### config.mk
export PLATFORM = sky130hd
export DESIGN_NAME = prio_index_decoder
export DESIGN_NICKNAME = d
export VERILOG_FILES = /design/src/rtl/prio_index_decoder.sv
export SDC_FILE = /design/constraint.sdc
export NUM_CORES = 1
export LEC_CHECK = 0
export ABC_AREA = 1
export ABC_CLOCK_PERIOD_IN_PS = 1300
export CELL_PAD_IN_SITES_DETAIL_PLACEMENT = 0
export CELL_PAD_IN_SITES_GLOBAL_PLACEMENT = 1
export CORE_MARGIN = 3
export CORE_UTILIZATION = 37
export CTS_BUF_LIST = sky130_fd_sc_hd__clkbuf_8
export DETAILED_ROUTE_END_ITERATION = 6
export PLACE_DENSITY = 0.78
export SYNTH_ARGS = -nofsm -noshare
export SYNTH_HDL_FRONTEND = slang
export SYNTH_SLANG_ARGS = --single-unit
### constraint.sdc
create_clock -name clk -period 1.3 [get_ports clk]
set_input_delay 0.13 -clock clk [delete_from_list [all_inputs] [get_ports clk]]
set_output_delay 0.13 -clock clk [all_outputs]
set_load 0.03 [all_outputs]
### src/rtl/prio_index_decoder.sv
// prio_index_decoder: rebuilds a request vector from a stream of priority-encoder
// indices. Each accepted beat ORs onehot(idx) into a frame mask. The beat tagged
// last publishes the finished vector, beat count and duplicate flag under a
// valid/ready handshake.
// Optional feature: define PRIO_DEC_DUP_DETECT_EN to build duplicate-index
// detection. When it is undefined, vec_dup is tied to 0.
module prio_index_decoder #(
    parameter int N     = 8,
    parameter int IDX_W = $clog2(N),
    parameter int CNT_W = IDX_W + 1
) (
    input  logic             clk,
    input  logic             rst_n,
    input  logic [IDX_W-1:0] idx,
    input  logic             idx_valid,
    input  logic             idx_last,
    output logic             idx_ready,
    output logic [N-1:0]     vec,
    output logic [CNT_W-1:0] vec_cnt,
    output logic             vec_dup,
    output logic             vec_valid,
    input  logic             vec_ready
);

    typedef enum logic {ACCUM, HOLD} state_t;

    state_t           state;
    logic [N-1:0]     mask;
    logic [CNT_W-1:0] cnt;
    logic [N-1:0]     onehot;
    logic [CNT_W-1:0] cnt_inc;
    logic             beat;

    // Decode idx to a one-hot; an idx at or above N leaves every bit clear
    always_comb begin
        onehot = '0;
        for (int unsigned i = 0; i < N; i++) begin
            onehot[i] = (idx == IDX_W'(i));
        end
    end

    // Beat counter increment that saturates instead of wrapping
    always_comb begin
        cnt_inc = (cnt == '1) ? cnt : cnt + CNT_W'(1);
    end

    assign idx_ready = rst_n & (state == ACCUM);
    assign beat      = idx_valid & idx_ready;

    // Frame accumulation and result handshake
    always_ff @(posedge clk) begin
        if (!rst_n) begin
            state     <= ACCUM;
            mask      <= '0;
            cnt       <= '0;
            vec       <= '0;
            vec_cnt   <= '0;
            vec_valid <= 1'b0;
        end else begin
            case (state)
                ACCUM: begin
                    if (beat) begin
                        if (idx_last) begin
                            vec       <= mask | onehot;
                            vec_cnt   <= cnt_inc;
                            vec_valid <= 1'b1;
                            mask      <= '0;
                            cnt       <= '0;
                            state     <= HOLD;
                        end else begin
                            mask <= mask | onehot;
                            cnt  <= cnt_inc;
                        end
                    end
                end
                HOLD: begin
                    if (vec_valid && vec_ready) begin
                        vec_valid <= 1'b0;
                        state     <= ACCUM;
                    end
                end
                default: state <= ACCUM;
            endcase
        end
    end

`ifdef PRIO_DEC_DUP_DETECT_EN
    logic dup;
    logic dup_hit;

    assign dup_hit = |(mask & onehot);

    // Track repeated in-range indices within a frame; publish with the vector
    always_ff @(posedge clk) begin
        if (!rst_n) begin
            dup     <= 1'b0;
            vec_dup <= 1'b0;
        end else if (beat) begin
            if (idx_last) begin
                vec_dup <= dup | dup_hit;
                dup     <= 1'b0;
            end else begin
                dup <= dup | dup_hit;
            end
        end
    end
`else
    assign vec_dup = 1'b0;
`endif

endmodule
-- Word-level counts from Yosys, hierarchy flattened
Index checks and enable logic that the tools add are counted.
- flip-flop bits (word level): 26
- bits of input ports: 8
- output and inout bits: 15
- $add $sub $neg: 1
- equal/unequal tests: 11
- multiplexer cells: 11
- bitwise gates (word level): 4
- reductions and logical operators: 5
- operators by type and width (cell ; count):
    $eq A3 B3 Y1 const B ; 4
    $mux W4 ; 2
    $mux W8 ; 1
    $or A8 B8 Y8 ; 1
    $eq A3 B2 Y1 const B ; 2
    $mux W1 ; 6
    $reduce_and A3 Y1 ; 2
    $add A4 B1 Y4 const B ; 1
    $eq A4 B4 Y1 const B ; 1
    $ne A2 B2 Y1 const B ; 2
    $pmux W1 S2 ; 2
    $eq A3 B1 Y1 const B ; 1
    $logic_not A3 Y1 ; 1
    $and A1 B1 Y1 ; 2
    $ne A2 B1 Y1 const B ; 1
    $reduce_and A2 Y1 ; 1
    $logic_and A1 B1 Y1 ; 1
    $not A1 Y1 ; 1

-- Longest topological paths before layout
- depth after elaboration: 5
- gate-level depth with buffers: 7
- gate-level depth less buffers: 6

-- Worst setup path after synthesis
Ideal clock, no wire load.
- path kind: register to register
- from: register cnt[0]
- to: register cnt[2]
- data arrival time: 1.011 ns
- data required time: 1.230 ns
- path slack: 0.219 ns
- cell stages (with the launch flop): 7
- path buffers: 0
- period minus slack after synthesis: 1.081 ns
- cell sequence: dfxtp_1 > ha_1 > nand2_1 > inv_1 > o21ai_0 > nand2_1 > a21oi_1
- longest elaborated chain between the ends: 3
- RTL lines (item ; RTL line ; source):
    start: declaration ; 29 ; logic [CNT_W-1:0] cnt;
    start signal: assignment ; 72 ; cnt <= cnt_inc;
    $add A4 B1 Y4 or $eq A4 B4 Y1 (tied branches) ; 44 ; cnt_inc = (cnt == '1) ? cnt : cnt + CNT_W'(1);
    $mux W4 * ; 44 ;
    $mux W4 * ; 63 ; if (idx_last) begin
Every way passes the cells marked *; elsewhere a longest branch is shown, timed or not.
A chain may end at the register's enable or synchronous reset.

-- Worst setup path after layout
- from: input rst_n
- to: output idx_ready
- longest elaborated chain between the ends: 1
- RTL lines (item ; RTL line ; source):
    start: declaration ; 13 ; input logic rst_n,
    $and A1 B1 Y1 ; 47 ; assign idx_ready = rst_n & (state == ACCUM);
    end: declaration ; 17 ; output logic idx_ready,
Every way passes these cells.

==> impl_metrics.ini <==
[run_status]
status = complete, no violations

[setup_path]
end_kind = primary output
critPathKind = input pin to primary output
r2r_end = cnt[2]
critPathMaxStageDelay_ns = 0.53
reg2reg_slack_ns = 0.13
reg2reg_from = cnt[0]
cp_cell_sequence = clkdlybuf4s50_1 > buf_6 > inv_1 > nor2_1 > buf_4
cp_max_fo = 2
arrival_ns = 1.07
cp_slowest_cell = clkdlybuf4s50_1
critical_path_required_ns = 1.17
rr_worst_depth = 5
crit_path_start_kind = input pin

[sta]
setup_slack_ns = 0.101
max_freq_mhz = 834
finalClockSkew_ns = 0.00105
slew_violations = 0
hold_violations = 0
finalSetupViolations = 0
rsz0062_at_grt = no
finalCritPeriodShare_pct = 92.2
fin_crit_ns = 1.20

[clock_tree]
clkTransAtPathRegs_ns = 0.09
cts-root-buf = clkbuf_8
cts_sinks = 26
cts_inserted_buffers = 3
clk_path_buf_depth = 2
htree_levels = 1
cts_tree = built
hold_buffers = 0
clk_latency_ns = 0.27

[cells_and_area]
syn_to_final_growth_pct = 32.7
fill_cells = 288
fin_util_pct = 52.0
instances_no_fill = 213
diodes = 0
drive_gt1_share_pct = 13.2
num-nets-final = 192

[synth]
synth-seq-cells = 26
ys_seq_area_share_pct = 47.3
synth_cells = 148
synthMostInstantiatedCell = nand2_1
synth.cell_area_sq_um = 1100
synth_common_cells = nand2_1 (33), dfxtp_1 (26), nor2_1 (21)
synth.top_cells.by_area = dfxtp_1 (47%), nand2_1 (11%), nand3_1 (8.6%)
synth_ff_type = dfxtp_1
synth_fp_nets = 157
yosysUniqueCellTypes = 21
yosysTopAreaCell = dfxtp_1
syn_area_per_cell_sq_um = 7.43
yosysWarnings = 0
synth_top_area_share_pct = 47.3
synth_edf_count = 0
synthArstFlopShare_pct = 0

[floorplan]
io_pins = 23
die_y_um = 60.5
initial_utilization_pct = 39.2
rows = 19
die-area_sq_um = 3660
dieWidth_um = 60.5
core_sq_um = 2810

[grt]
grt.total_usage_pct = 14.8
gr-total-overflow = 0
grt_max_degree = 15
grt_pass1_wl_mm = 4.16
antenna_found_initial = 0
grt_pass1_vias = 1011

[route]
drt-total-wl_mm = 2.38
num_vias = 1039
drt_iter0_drc = 60
drt-pass1-iter-count = 4
drc_errors = 0
routedWlPerCell_um = 11.2
final_antenna_net_count = 0
vias_per_cell = 4.88

[placed_design]
placement.io_buffers = 21
gp_congestion = 0.837
place_ws_ns = -0.0609
dp_hpwl_mm = 1.85
dp_cells = 208

[power_and_ir_drop]
ir_drop_uv = 752
p_total_mw = 1.55
power_density_nw_per_um2 = 1060
power_leakage_nw = 0.706

[min_path]
holdCritPathClass = flip-flop to flip-flop
worstHoldStart = vec_cnt[3]
holdPathEnd = vec_cnt[3]
holdPathStages = 2

[job]
max_cap_viol_count = 0
==> placed cells by master, fill, tap and decap left out, types with 2 or more instances in the layout <==
master | synthesis | final
o21ai_0 | 9 | 8
a21oi_1 | 9 | 9
nor3_1 | 5 | 5
nand3_1 | 19 | 19
nand2_1 | 33 | 33
nand4_1 | 2 | 2
dfxtp_1 | 26 | 26
clkbuf_8 | 0 | 4
dlygate4sd2_1 | 0 | 13
inv_1 | 10 | 10
clkdlybuf4s50_1 | 0 | 7
buf_4 | 2 | 14
nor2_1 | 21 | 21
a31oi_1 | 2 | 2
==> flip-flops by register name (all words and copies together) (netlist names) <==
name and flops:
mask 8, cnt 4, vec 8, vec_valid 1, vec_cnt 4, state 1
==> logic make-up (layout without fill, tap and decap cells) <==
kind of cell	Yosys count	count (layout)	share of synthesized area [%]
and+or+nand+nor	83	83	34.1
DFF	26	26	47.3
AOI/OAI and AO/OA	21	21	10.1
buffers and inverters	16	50	6.94
adders and majority gates	1	1	1.14
other	1	1	0.341
==> area by class of cell <==
cell class                      instances  area [sq um]  share of cell area, %
Inverter                               11          41.3                   2.83
Clock buffer                            4          55.1                   3.77
Tap cell                               31          38.8                   2.66
Timing Repair Buffer                   35           300                   20.6
Sequential cell                        26           520                   35.7
Multi-Input combinational cell        106           503                   34.5
==> metal layers <==
metal / track usage, % / vias up / part of all wire, %
met4: 2.79 / 0 / 0.46
li1: - / 549 / -
met5: 0 / - / 0
met3: 4.47 / 2 / 3.4
met1: 17.7 / 469 / 46
met2: 26.5 / 19 / 50
==> worst max-delay path by stage <==
stage               slack, ns        end  startpoint  cells past startpoint
floorplan                0.22     cnt[2]      cnt[0]                      6
global placement        -0.03    mask[4]       rst_n                      6
detailed placement      -0.06    mask[3]       rst_n                      6
CTS                      0.08     cnt[2]      cnt[0]                      6
global route             0.02     cnt[2]      cnt[0]                      5
finish                   0.10  idx_ready       rst_n                      5
==> power breakdown <==
part | switching, mW | total [mW] | internal, mW
sequential | 0.0118 | 0.828 | 0.816
clock | 0.244 | 0.515 | 0.271
combinational | 0.123 | 0.208 | 0.0852
total | 0.379 | 1.55 | 1.17
==> metrics by stage <==
step,area [sq um],TNS [ns],hold slack [ns]
2_1_floorplan,1100,0,0.309
3_3_place_gp,1410,-0.264,0.444
3_5_place_dp,1410,-0.664,0.456
4_1_cts,1460,0,0.474
5_1_grt,1460,0,0.499
6_report,1460,0,0.468
==> critical path, delay by kind of cell <==
kind	cells	cell delay, ns
simple gates	1	0.09
buf+inv	4	0.86
==> repair_timing <==
action                     CTS  global route
gates resized for setup     14             1
buffers inserted             1             0
setup endpoints to repair   14             1
(Power assumes the default switching activity.)
